<file path="config.mk">
export PLATFORM = sky130hd
export DESIGN_NAME = countdown_timer
export DESIGN_NICKNAME = d
export VERILOG_FILES = /design/src/rtl/countdown_timer_pkg.sv /design/src/rtl/countdown_timer.sv
export SDC_FILE = /design/constraint.sdc
export NUM_CORES = 1
export LEC_CHECK = 0
export BUFFER_PORTS_ARGS = -buffer_cell sky130_fd_sc_hd__buf_4
export CAP_MARGIN = 20
export CORE_MARGIN = 2
export CORE_UTILIZATION = 55
export DETAILED_ROUTE_END_ITERATION = 12
export PLACE_DENSITY = 0.79
export SLEW_MARGIN = 40
export SYNTH_ARGS = -nofsm -noshare
export SYNTH_HDL_FRONTEND = slang
export SYNTH_SLANG_ARGS = --single-unit
</file>
<file path="constraint.sdc">
create_clock -name clk -period 3.9 [get_ports clk]
set_input_delay 0.78 -clock clk [delete_from_list [all_inputs] [get_ports clk]]
set_output_delay 0.78 -clock clk [all_outputs]
set_load 0.005 [all_outputs]
</file>
<file path="src/rtl/countdown_timer_pkg.sv">
// Shared definitions for the countdown timer.
//   - state_t : 1-bit run/idle state encoding (ST_IDLE=0, ST_RUN=1)
//   - MAX_CNT_WIDTH / CNT_ZERO_MAX : all-zero count constant; a module of
//     width W takes CNT_ZERO_MAX[W-1:0] as its own zero count.
package countdown_timer_pkg;

  typedef enum logic {
    ST_IDLE = 1'b0,
    ST_RUN  = 1'b1
  } state_t;

  localparam int unsigned MAX_CNT_WIDTH = 64;
  localparam logic [MAX_CNT_WIDTH-1:0] CNT_ZERO_MAX = '0;

endpackage

</file>
<file path="src/rtl/countdown_timer.sv">
// Loadable down-counter with a run/idle FSM, one-shot or auto-reload mode
// and a single-cycle done pulse at terminal count.
//
// Ports:
//   clk     in   clock, rising edge
//   rst     in   synchronous active-high reset (overrides everything)
//   start   in   capture period and begin (or restart) counting
//   abort   in   stop counting, return to idle, no done
//   reload  in   1 = auto-reload on expiry, 0 = one-shot (sampled at expiry)
//   en      in   count enable
//   period  in   [width] terminal count, captured on start
//   cnt     out  [width] remaining count (registered)
//   busy    out  1 while in RUN; it is the state register itself, so it also
//                serves as the FSM state observation point
//   done    out  one-cycle pulse after an expiry edge (registered)
//
// Control handshake: start/abort/en are level-sampled on every rising edge;
// there is no ready/back-pressure. Priority is rst > abort > start > en.
module countdown_timer
  import countdown_timer_pkg::*;
#(
  parameter int unsigned width = 8
) (
  input  logic             clk,
  input  logic             rst,
  input  logic             start,
  input  logic             abort,
  input  logic             reload,
  input  logic             en,
  input  logic [width-1:0] period,
  output logic [width-1:0] cnt,
  output logic             busy,
  output logic             done
);

  localparam logic [width-1:0] CNT_ZERO = CNT_ZERO_MAX[width-1:0];
  localparam logic [width-1:0] CNT_ONE  = width'(1);

  state_t           state, state_n;
  logic [width-1:0] cnt_n;
  logic [width-1:0] period_q, period_n;
  logic             done_n;

  always_ff @(posedge clk) begin
    if (rst) begin
      state    <= ST_IDLE;
      cnt      <= CNT_ZERO;
      period_q <= CNT_ZERO;
      done     <= 1'b0;
    end else begin
      state    <= state_n;
      cnt      <= cnt_n;
      period_q <= period_n;
      done     <= done_n;
    end
  end

  always_comb begin
    state_n  = state;
    cnt_n    = cnt;
    period_n = period_q;
    done_n   = 1'b0;

    if (abort) begin
      // Abort from either state clears the count and never pulses done.
      state_n = ST_IDLE;
      cnt_n   = CNT_ZERO;
    end else if (start) begin
      // Start wins over a simultaneous expiry: the old count is discarded.
      period_n = period;
      cnt_n    = period;
      if (period != CNT_ZERO) begin
        state_n = ST_RUN;
      end else begin
        // Zero period expires immediately without ever entering RUN.
        state_n = ST_IDLE;
        done_n  = 1'b1;
      end
    end else if (state == ST_RUN && en) begin
      if (cnt == CNT_ONE) begin
        done_n = 1'b1;
        if (reload) begin
          cnt_n = period_q;
        end else begin
          cnt_n   = CNT_ZERO;
          state_n = ST_IDLE;
        end
      end else begin
        cnt_n = cnt - CNT_ONE;
      end
    end
  end

  assign busy = (state == ST_RUN);

endmodule

</file>
==> results.py <==
metrics = {
    "status": {
        "status": "complete, no violations",
    },
    "floorplan": {
        "initial_utilization_pct": 57.1,
        "io-pin-count": 24,
        "die_y_um": 45.6,
        "die_x_um": 45.6,
        "core_area_um2": 1670,
        "die_area_um2": 2080,
        "placementRows": 15,
    },
    "sta": {
        "fmax_mhz": 501,
        "min_period_over_period_pct": 51.2,
        "final.min_clock_period_ps": 2000,
        "setup_violations": 0,
        "hold_violations": 0,
        "hold_slack_ps": 520,
        "skew_ps": 8.12,
        "relSlewSlack_pct": 63.8,
        "rsz0062_at_grt": "false",
        "report.final.slew_viol_count": 0,
        "tightest_slew_ps": 541,
        "setup_tns_ps": 0,
    },
    "setup_path": {
        "regToRegEndpoint": "cnt[2]",
        "required_ps": 4110,
        "r2r_cells": 5,
        "regToRegSetupSlack_ps": 1900,
        "critPathMaxFanout": 8,
        "criticalPathCategory": "register to register",
        "crit_arrival_ps": 2200,
        "reg2reg_from": "cnt[0]",
        "start_kind": "register",
        "end_kind": "register",
    },
    "min_path": {
        "holdPathEnd": "period_q[2]",
        "hp-start": "period_q[2]",
        "hold_path.class": "register to register",
        "hold_depth": 2,
    },
    "cts": {
        "cts_buffers": 3,
        "post_cts.repair.setup_buffers": 0,
        "clockBufferDepth": 2,
        "postCtsHoldBufs": 0,
        "clock_latency_ps": 310,
        "clk_pin_slew_ps": 110,
        "post_cts_resized": 0,
        "root_buffer": "clkbuf_4",
        "cts_tree": "yes",
        "numClockSinks": 18,
        "htree_levels": 1,
    },
    "drt": {
        "wl_um": 2280,
        "final_antenna_net_count": 0,
        "viasPerCell": 6.38,
        "drc": 0,
        "first_pass_iters": 4,
        "vias": 944,
        "avgRoutedWirePerCell_um": 15.4,
        "first_iter_violations": 35,
    },
    "global_route": {
        "grt_max_degree": 12,
        "first_global_vias": 806,
        "groute.usage.overall_pct": 25.8,
        "grt_pass1_wl_um": 3770,
        "grt_overflow": 0,
        "antenna_found_initial": 0,
    },
    "yosys": {
        "ys_ff_latch": 18,
        "seq_area_frac_synth_pct": 37.8,
        "syn_avg_cell_area_um2": 8.75,
        "synth_area_leaders": "dfxtp_1, mux2i_1, a31oi_1",
        "yosysWarnings": 0,
        "synth_top_family_by_area": "compound AO/OA/AOI/OAI gates",
        "synth_xor_area_share_pct": 1.84,
        "synth_top_area_share_pct": 37.8,
        "synthFlopType": "dfxtp_1",
        "synth-simple-area-share_pct": 18.4,
        "synth_area_leader_cell": "dfxtp_1",
        "syn_nets": 125,
        "async_flop_share_pct": 0,
        "synth_cell_types": 34,
        "synthAdderAreaFrac_pct": 2.62,
        "synth.area.mux_share_pct": 10.6,
        "synth_compound_area_share_pct": 24.7,
        "synth_area_um2": 953,
        "synth_cells": 109,
        "synth-edff-count": 0,
    },
    "placement": {
        "gp_congestion": 0.896,
        "dp_hpwl_um": 1770,
        "port_buffers": 23,
        "placed_cells": 144,
    },
    "flow_run": {
        "cap_violations": 0,
    },
    "cells_and_area": {
        "layout-drive-gt1-share_pct": 24.4,
        "antenna_cells": 0,
        "final_cells": 148,
        "fillerInstances": 148,
        "num-nets-final": 148,
        "syn2layout_area_growth_pct": 22.0,
    },
    "pwr": {
        "vdd_ir_drop_max_uv": 246,
        "powerDensity_nw_per_um2": 340,
        "power.static_leakage_nw": 0.485,
    },
}
==> stage by stage <==
step	util [%]	worst slack [ps]	cell area [um^2]	total power [mW]
global placement	67.5	2020	1130	0.280
floorplan	-	2220	953	0.252
detailed placement	67.5	1960	1130	0.280
global route	69.7	1730	1160	0.413
CTS	69.7	1930	1160	0.396
finish	69.7	1900	1160	0.395
==> sequential cells by signal, summed over array words and instances, names as in the netlist <==
register  flops
busy          1
cnt           8
done          1
period_q      8
==> critical path: stages (launching register included) <==
cell	delay, ps
dfxtp_1	490
ha_1	230
nor3b_1	480
and2_1	370
nor2_1	90
o32ai_1	240
==> synth_stat cells, types with 2 or more instances <==
master	number
nor3b_1	2
mux2i_1	9
clkbuf_1	3
nor2_1	11
a22oi_1	6
dfxtp_1	18
nand2_1	5
o221ai_1	3
o31ai_1	2
o22ai_1	4
inv_1	5
a31oi_1	8
nor3_1	2
o21ai_0	2
a21oi_1	8
nand3_1	2
ha_1	2
==> layout make-up <==
| type | instances | area (um^2) | area share [%] |
|---|---|---|---|
| multi-input cells | 81 | 554 | 47.6 |
| clock buffers | 4 | 36.3 | 3.12 |
| well taps | 17 | 21.3 | 1.83 |
| repair buffers | 23 | 173 | 14.8 |
| flip-flops and latches | 18 | 360 | 31.0 |
| inverters | 5 | 18.8 | 1.61 |
==> cells in the final DEF, fill, tap and decap left out, drive strengths merged, types with 3 or more instances in the layout <==
cell     n
buf     23
dfxtp   18
nor2    12
mux2i    9
a21oi    8
a31oi    8
a22oi    6
inv      5
nand2    5
o22ai    4
clkbuf   4
o221ai   3
==> power breakdown <==
group	internal [mW]	switching (mW)	total [mW]
Clock	0.0571	0.0611	0.118
Combinational	0.0392	0.0363	0.0755
Sequential	0.192	0.00980	0.202
==> per-layer routing <==
metal | part of all wire [%] | GRT usage (%)
met5 | 0 | 0
met2 | 45 | 37.7
met1 | 45 | 36.0
met4 | 3.4 | 14.1
met3 | 6.7 | 3.57
==> how the worst max path moves through the flow <==
stage	startpoint	end	cells after the start
final	cnt[0]	cnt[2]	5
after global routing	cnt[0]	cnt[2]	5
after CTS	cnt[0]	cnt[2]	5
after detailed placement	cnt[0]	cnt[2]	5
after global placement	start	period_q[2]	5
after floorplan	cnt[0]	cnt[2]	6
==> cell families (layout without fill, tap and decap cells) <==
group	Yosys count	after routing
compound gates	36	36
mux	10	10
simple gates	31	31
fa+ha+maj	2	2
buf+inv	10	32
flops	18	18
xor+xnor	2	2
No activity file was read; power rests on OpenSTA's default activity.
